--- src/rtl/data_tag_valid_ram_if.sv ---
// Processor-side port bundle of the direct-mapped cache storage arrays.
// The master drives address, data and requests; the slave returns the lookup.
interface data_tag_valid_ram_if #(
    parameter int MEMORY_BITS = 5,
    parameter int INDEX       = 3,
    parameter int DATA_WIDTH  = 32
);
    localparam int TAG_BITS = MEMORY_BITS - INDEX;

    logic [MEMORY_BITS-1:0] fulladdress;
    logic [DATA_WIDTH-1:0]  write_data;
    logic [DATA_WIDTH-1:0]  fill_data;
    logic                   write_signal;
    logic                   read_signal;
    logic                   valid_out;
    logic [TAG_BITS-1:0]    tag_out;
    logic [DATA_WIDTH-1:0]  data_out;
    logic                   match;

    modport master (
        output fulladdress, write_data, fill_data, write_signal, read_signal,
        input  valid_out, tag_out, data_out, match
    );

    modport slave (
        input  fulladdress, write_data, fill_data, write_signal, read_signal,
        output valid_out, tag_out, data_out, match
    );
endinterface

--- src/rtl/data_tag_valid_ram.sv ---
// Valid/tag/data arrays of a direct-mapped cache with combinational lookup,
// write-through allocate on stores and line fill on read misses.
module data_tag_valid_ram #(
    parameter int MEMORY_BITS = 5,
    parameter int INDEX       = 3,
    parameter int DATA_WIDTH  = 32
) (
    input  logic                  clk,
    input  logic                  reset,
    data_tag_valid_ram_if.slave   bus
);
    localparam int TAG_BITS = MEMORY_BITS - INDEX;
    localparam int LINES    = 2 ** INDEX;

    logic [LINES-1:0]      valid_r;
    logic [TAG_BITS-1:0]   tag_r  [LINES];
    logic [DATA_WIDTH-1:0] data_r [LINES];

    logic [INDEX-1:0]      index_s;
    logic [TAG_BITS-1:0]   addr_tag_s;
    logic                  line_valid_s;
    logic [TAG_BITS-1:0]   line_tag_s;
    logic [DATA_WIDTH-1:0] line_data_s;
    logic                  match_s;
    logic                  upd_en_s;
    logic [DATA_WIDTH-1:0] upd_data_s;

    // Address split and lookup of the indexed line.
    always_comb begin
        index_s      = bus.fulladdress[INDEX-1:0];
        addr_tag_s   = bus.fulladdress[MEMORY_BITS-1:INDEX];
        line_valid_s = valid_r[index_s];
        line_tag_s   = tag_r[index_s];
        line_data_s  = data_r[index_s];
        match_s      = bus.read_signal & line_valid_s & (line_tag_s == addr_tag_s);
    end

    // Update selection: a store always wins; otherwise a read miss fills the line.
    always_comb begin
        upd_en_s   = 1'b0;
        upd_data_s = '0;
        if (bus.write_signal) begin
            upd_en_s   = 1'b1;
            upd_data_s = bus.write_data;
        end else if (bus.read_signal && !match_s) begin
            upd_en_s   = 1'b1;
            upd_data_s = bus.fill_data;
        end else begin
            upd_en_s   = 1'b0;
            upd_data_s = '0;
        end
    end

    // Drive the lookup result onto the bus.
    always_comb begin
        bus.valid_out = line_valid_s;
        bus.tag_out   = line_tag_s;
        bus.data_out  = line_data_s;
        bus.match     = match_s;
    end

    // Array storage; reset clears every line and outranks any update.
    always_ff @(posedge clk) begin
        if (reset) begin
            for (int i = 0; i < LINES; i++) begin
                valid_r[i] <= 1'b0;
                tag_r[i]   <= '0;
                data_r[i]  <= '0;
            end
        end else if (upd_en_s) begin
            valid_r[index_s] <= 1'b1;
            tag_r[index_s]   <= addr_tag_s;
            data_r[index_s]  <= upd_data_s;
        end
    end
endmodule

--- src/flat_wrapper.sv ---
// flat-port wrapper written by rule: the top's interface ports become plain ports
module data_tag_valid_ram_flat 
#(
    parameter int MEMORY_BITS = 5,
    parameter int INDEX       = 3,
    parameter int DATA_WIDTH  = 32
)
  (clk, reset, bus_fulladdress, bus_write_data, bus_fill_data, bus_write_signal, bus_read_signal, bus_valid_out, bus_tag_out, bus_data_out, bus_match);
  data_tag_valid_ram_if #(.MEMORY_BITS(MEMORY_BITS), .INDEX(INDEX), .DATA_WIDTH(DATA_WIDTH)) bus_i ();
  input  logic clk;
  input  logic reset;
  input wire logic [$bits(bus_i.fulladdress)-1:0] bus_fulladdress;
  input wire logic [$bits(bus_i.write_data)-1:0] bus_write_data;
  input wire logic [$bits(bus_i.fill_data)-1:0] bus_fill_data;
  input wire logic [$bits(bus_i.write_signal)-1:0] bus_write_signal;
  input wire logic [$bits(bus_i.read_signal)-1:0] bus_read_signal;
  output wire logic [$bits(bus_i.valid_out)-1:0] bus_valid_out;
  output wire logic [$bits(bus_i.tag_out)-1:0] bus_tag_out;
  output wire logic [$bits(bus_i.data_out)-1:0] bus_data_out;
  output wire logic [$bits(bus_i.match)-1:0] bus_match;
  assign bus_i.fulladdress = bus_fulladdress;
  assign bus_i.write_data = bus_write_data;
  assign bus_i.fill_data = bus_fill_data;
  assign bus_i.write_signal = bus_write_signal;
  assign bus_i.read_signal = bus_read_signal;
  assign bus_valid_out = bus_i.valid_out;
  assign bus_tag_out = bus_i.tag_out;
  assign bus_data_out = bus_i.data_out;
  assign bus_match = bus_i.match;
  data_tag_valid_ram #(.MEMORY_BITS(MEMORY_BITS), .INDEX(INDEX), .DATA_WIDTH(DATA_WIDTH)) u_core (.clk(clk), .reset(reset), .bus(bus_i));
endmodule
--- config.mk ---
export PLATFORM = sky130hd
export DESIGN_NAME = data_tag_valid_ram_flat
export DESIGN_NICKNAME = d
export VERILOG_FILES = /design/src/rtl/data_tag_valid_ram_if.sv /design/src/rtl/data_tag_valid_ram.sv /design/src/flat_wrapper.sv
export SDC_FILE = /design/constraint.sdc
export NUM_CORES = 1
export LEC_CHECK = 0
export CAP_MARGIN = 20
export CELL_PAD_IN_SITES_DETAIL_PLACEMENT = 1
export CELL_PAD_IN_SITES_GLOBAL_PLACEMENT = 1
export CORE_MARGIN = 4
export CORE_UTILIZATION = 43
export CTS_CLUSTER_DIAMETER = 30
export CTS_CLUSTER_SIZE = 14
export DETAILED_ROUTE_END_ITERATION = 10
export GPL_ROUTABILITY_DRIVEN = 0
export PLACE_DENSITY = 0.88
export SLEW_MARGIN = 20
export SYNTH_ARGS = -nofsm -noshare
export SYNTH_HDL_FRONTEND = slang
export SYNTH_SLANG_ARGS = --single-unit
--- constraint.sdc ---
create_clock -name clk -period 5 [get_ports clk]
set_input_delay 0.5 -clock clk [delete_from_list [all_inputs] [get_ports clk]]
set_output_delay 0.5 -clock clk [all_outputs]
set_load 0.05 [all_outputs]
==> metrics.cfg <==
[placement]
hpwl_um=23200
portBuffers=108
placed_area_sq_um=13900
place_ws_ps=804

[cells_and_area]
fillers=2774
fin_nets=1086
design_area_sq_um=15500
antenna_cells=0
drive_above_1_share_pct=15.9
syn_to_final_growth_pct=25.4

[logic_synthesis]
yosys-top-cells-area=edfxtp_1 66%, nor3_1 10%, a22oi_1 7.9%, a32oi_2 3.8%, clkbuf_1 1.9%
yosysWarnings=0
netlist_instances=920
ys_types=39
yosys.area.top_type=edfxtp_1
ys.flop_type=edfxtp_1
synth-async-reset-ratio_pct=0
synth_seq_cells=280
yosys.area.top_type_share_pct=66.1
syn_nets=993
synth_edf_count=272
yosysSeqAreaShare_pct=67.4
syn_avg_cell_area_sq_um=13.4
syn_area_sq_um=12400

[drt]
drcViolationCount=0
wl_met2_um=22500
wl_um=44300
detail-route-antenna-nets=0
firstDrtPassIters=6
wl_met3_um=4000
met1_length_um=15400
vias=9635
viasPerCell=6.74
drtIter0Drc=1135
drt-wirelength-per-cell_um=31.0
top_layer=met4

[worst_setup_path]
critPathMaxFanout=32
crit_path_frequent_cell=clkdlybuf4s50_1
critPathSlowestCell=clkdlybuf4s50_1
slowest_delay_ps=850
arrival_ps=3730
start_kind=input port
path_class=input port to output pin
endpoint_kind=output pin
critPathRequiredTime_ps=4500
path_cells=clkdlybuf4s50_1 > nor2b_1 > and2_1 > buf_4 > a22oi_1 > nand4_1 > clkdlybuf4s50_1

[min_path]
hold_path.class=register to register

[floorplan]
dieWidth_um=178
coreArea_sq_um=28100
num_rows=61
start_util_pct=44.0
pin_count=109
die-area_sq_um=31500
die_h_um=178

[outcome]
status=finished clean

[run]
max-cap-violations=0

[power_and_ir_drop]
power_density_nw_per_um2=440
finalPower_mw=6.83
p_leak_nw=4.95
peakVddDrop_v=0.000254

[clock_network]
cts_resized=0
clockBufferDepth=3
clkTransAtPathRegs_ps=50
worst_skew_pair.late_latency_ps=560
numCtsBuffers=47
cts-htree-levels=2
post_cts_buffers=0
cts_tree=built
cts_root_buf=clkbuf_16
cts_sinks=280
ctsHoldBuffers=0

[global_routing]
grt_max_degree=125
grt_overflow=0
grt_pass1_vias=10600
antenna_found_initial=0
grtUsageTotal_pct=27.9
grt_pass1_wl_um=66000

[sta]
period_needed_ps=4230
rsz0062_at_grt=no
setup_slack_ps=768
slew_violations=0
fin_crit_sh_pct=84.6
worstMarginPinSlew_ps=1080
max_freq_mhz=236
setup_viol=0
fin_setup_tns_ps=0
max_slew_margin_pct=28.0
finClkSkew_ps=18.2
whs_ps=465
hold_viol=0

layout by cell type (no fill, tap or decap), types with 9 or more instances in the layout:
| cell | instances |
|---|---|
| nor3_1 | 256 |
| buf_4 | 38 |
| a32oi_2 | 29 |
| nand4_1 | 32 |
| nor3b_1 | 16 |
| a22oi_1 | 130 |
| clkinv_1 | 9 |
| clkbuf_16 | 47 |
| edfxtp_1 | 272 |
| nand2_1 | 9 |
| clkdlybuf4s50_1 | 105 |
registers in the layout, indices dropped and copies added (netlist names):
name	count
u_core.valid_r	8
u_core.tag_r	16
u_core.data_r	256
kinds of logic after synthesis:
| kind of cell | Yosys count | synth area share [%] |
|---|---|---|
| simple gates | 335 | 14.3 |
| flops | 280 | 67.4 |
| compound gates | 190 | 13.9 |
| buf+inv | 105 | 3.58 |
| mux | 10 | 0.871 |
metrics by stage:
stage,std cells,util (%)
after global placement,1342,49.5
after floorplan,920,-
after detailed placement,1342,49.5
after global routing,1429,55.2
after CTS,1429,55.2
final,1429,55.2
cell type report:
cell class	instances	area, sq um	share of cell area, %
Sequential cell	280	8330	53.7
Clock inverter	35	397	2.56
Tap cell	378	473	3.05
Inverter	3	11.3	0.0727
Timing Repair Buffer	146	1380	8.91
Multi-Input combinational cell	535	3710	23.9
Clock buffer	52	1190	7.71
critical path, delay by kind of cell:
| kind | cells | cell delay [ps] |
|---|---|---|
| simple gates | 3 | 970 |
| compound gates | 1 | 220 |
| buf+inv | 3 | 2040 |
metal layers:
| metal | vias to the layer above | global-route usage, % |
|---|---|---|
| li1 | 3949 | - |
| met2 | 697 | 48.3 |
| met4 | 0 | 15.3 |
| met5 | - | 0 |
| met1 | 4801 | 32.7 |
| met3 | 188 | 5.56 |
synthesized netlist by cell type (all sizes together), types with 3 or more instances:
cell type	n
edfxtp	272
nand2	9
dfxtp	8
mux2	6
clkbuf	62
nor2	5
nand4	32
nor3	257
buf	40
nor2b	3
mux2i	4
o2bb2ai	8
nor3b	16
a22oi	130
o21ai	8
and2	5
a32oi	34
report_power, final:
part           internal [mW]  total [mW]  switching [mW]
sequential              2.72        2.78          0.0554
combinational          0.218       0.780           0.563
clock                   2.06        3.27            1.21
total                   5.00        6.83            1.83
final timing paths:
| path | slack (ps) | depth (start not counted) | to | startpoint |
|---|---|---|---|---|
| worst min-delay path | 460 | 1 | u_core.valid_r[0]$_SDFFE_PP0N_ | u_core.valid_r[0]$_SDFFE_PP0N_ |
| worst min register to register | 460 | 1 | u_core.valid_r[0]$_SDFFE_PP0N_ | u_core.valid_r[0]$_SDFFE_PP0N_ |
| worst max register to register | 1740 | 8 | u_core.data_r[6][8]$_SDFFCE_PN0P_ | u_core.tag_r[0][0]$_SDFFCE_PN0P_ |
| worst max-delay path | 770 | 7 | bus_data_out[31] | bus_fulladdress[2] |
Power figures use the tool's default switching activity.
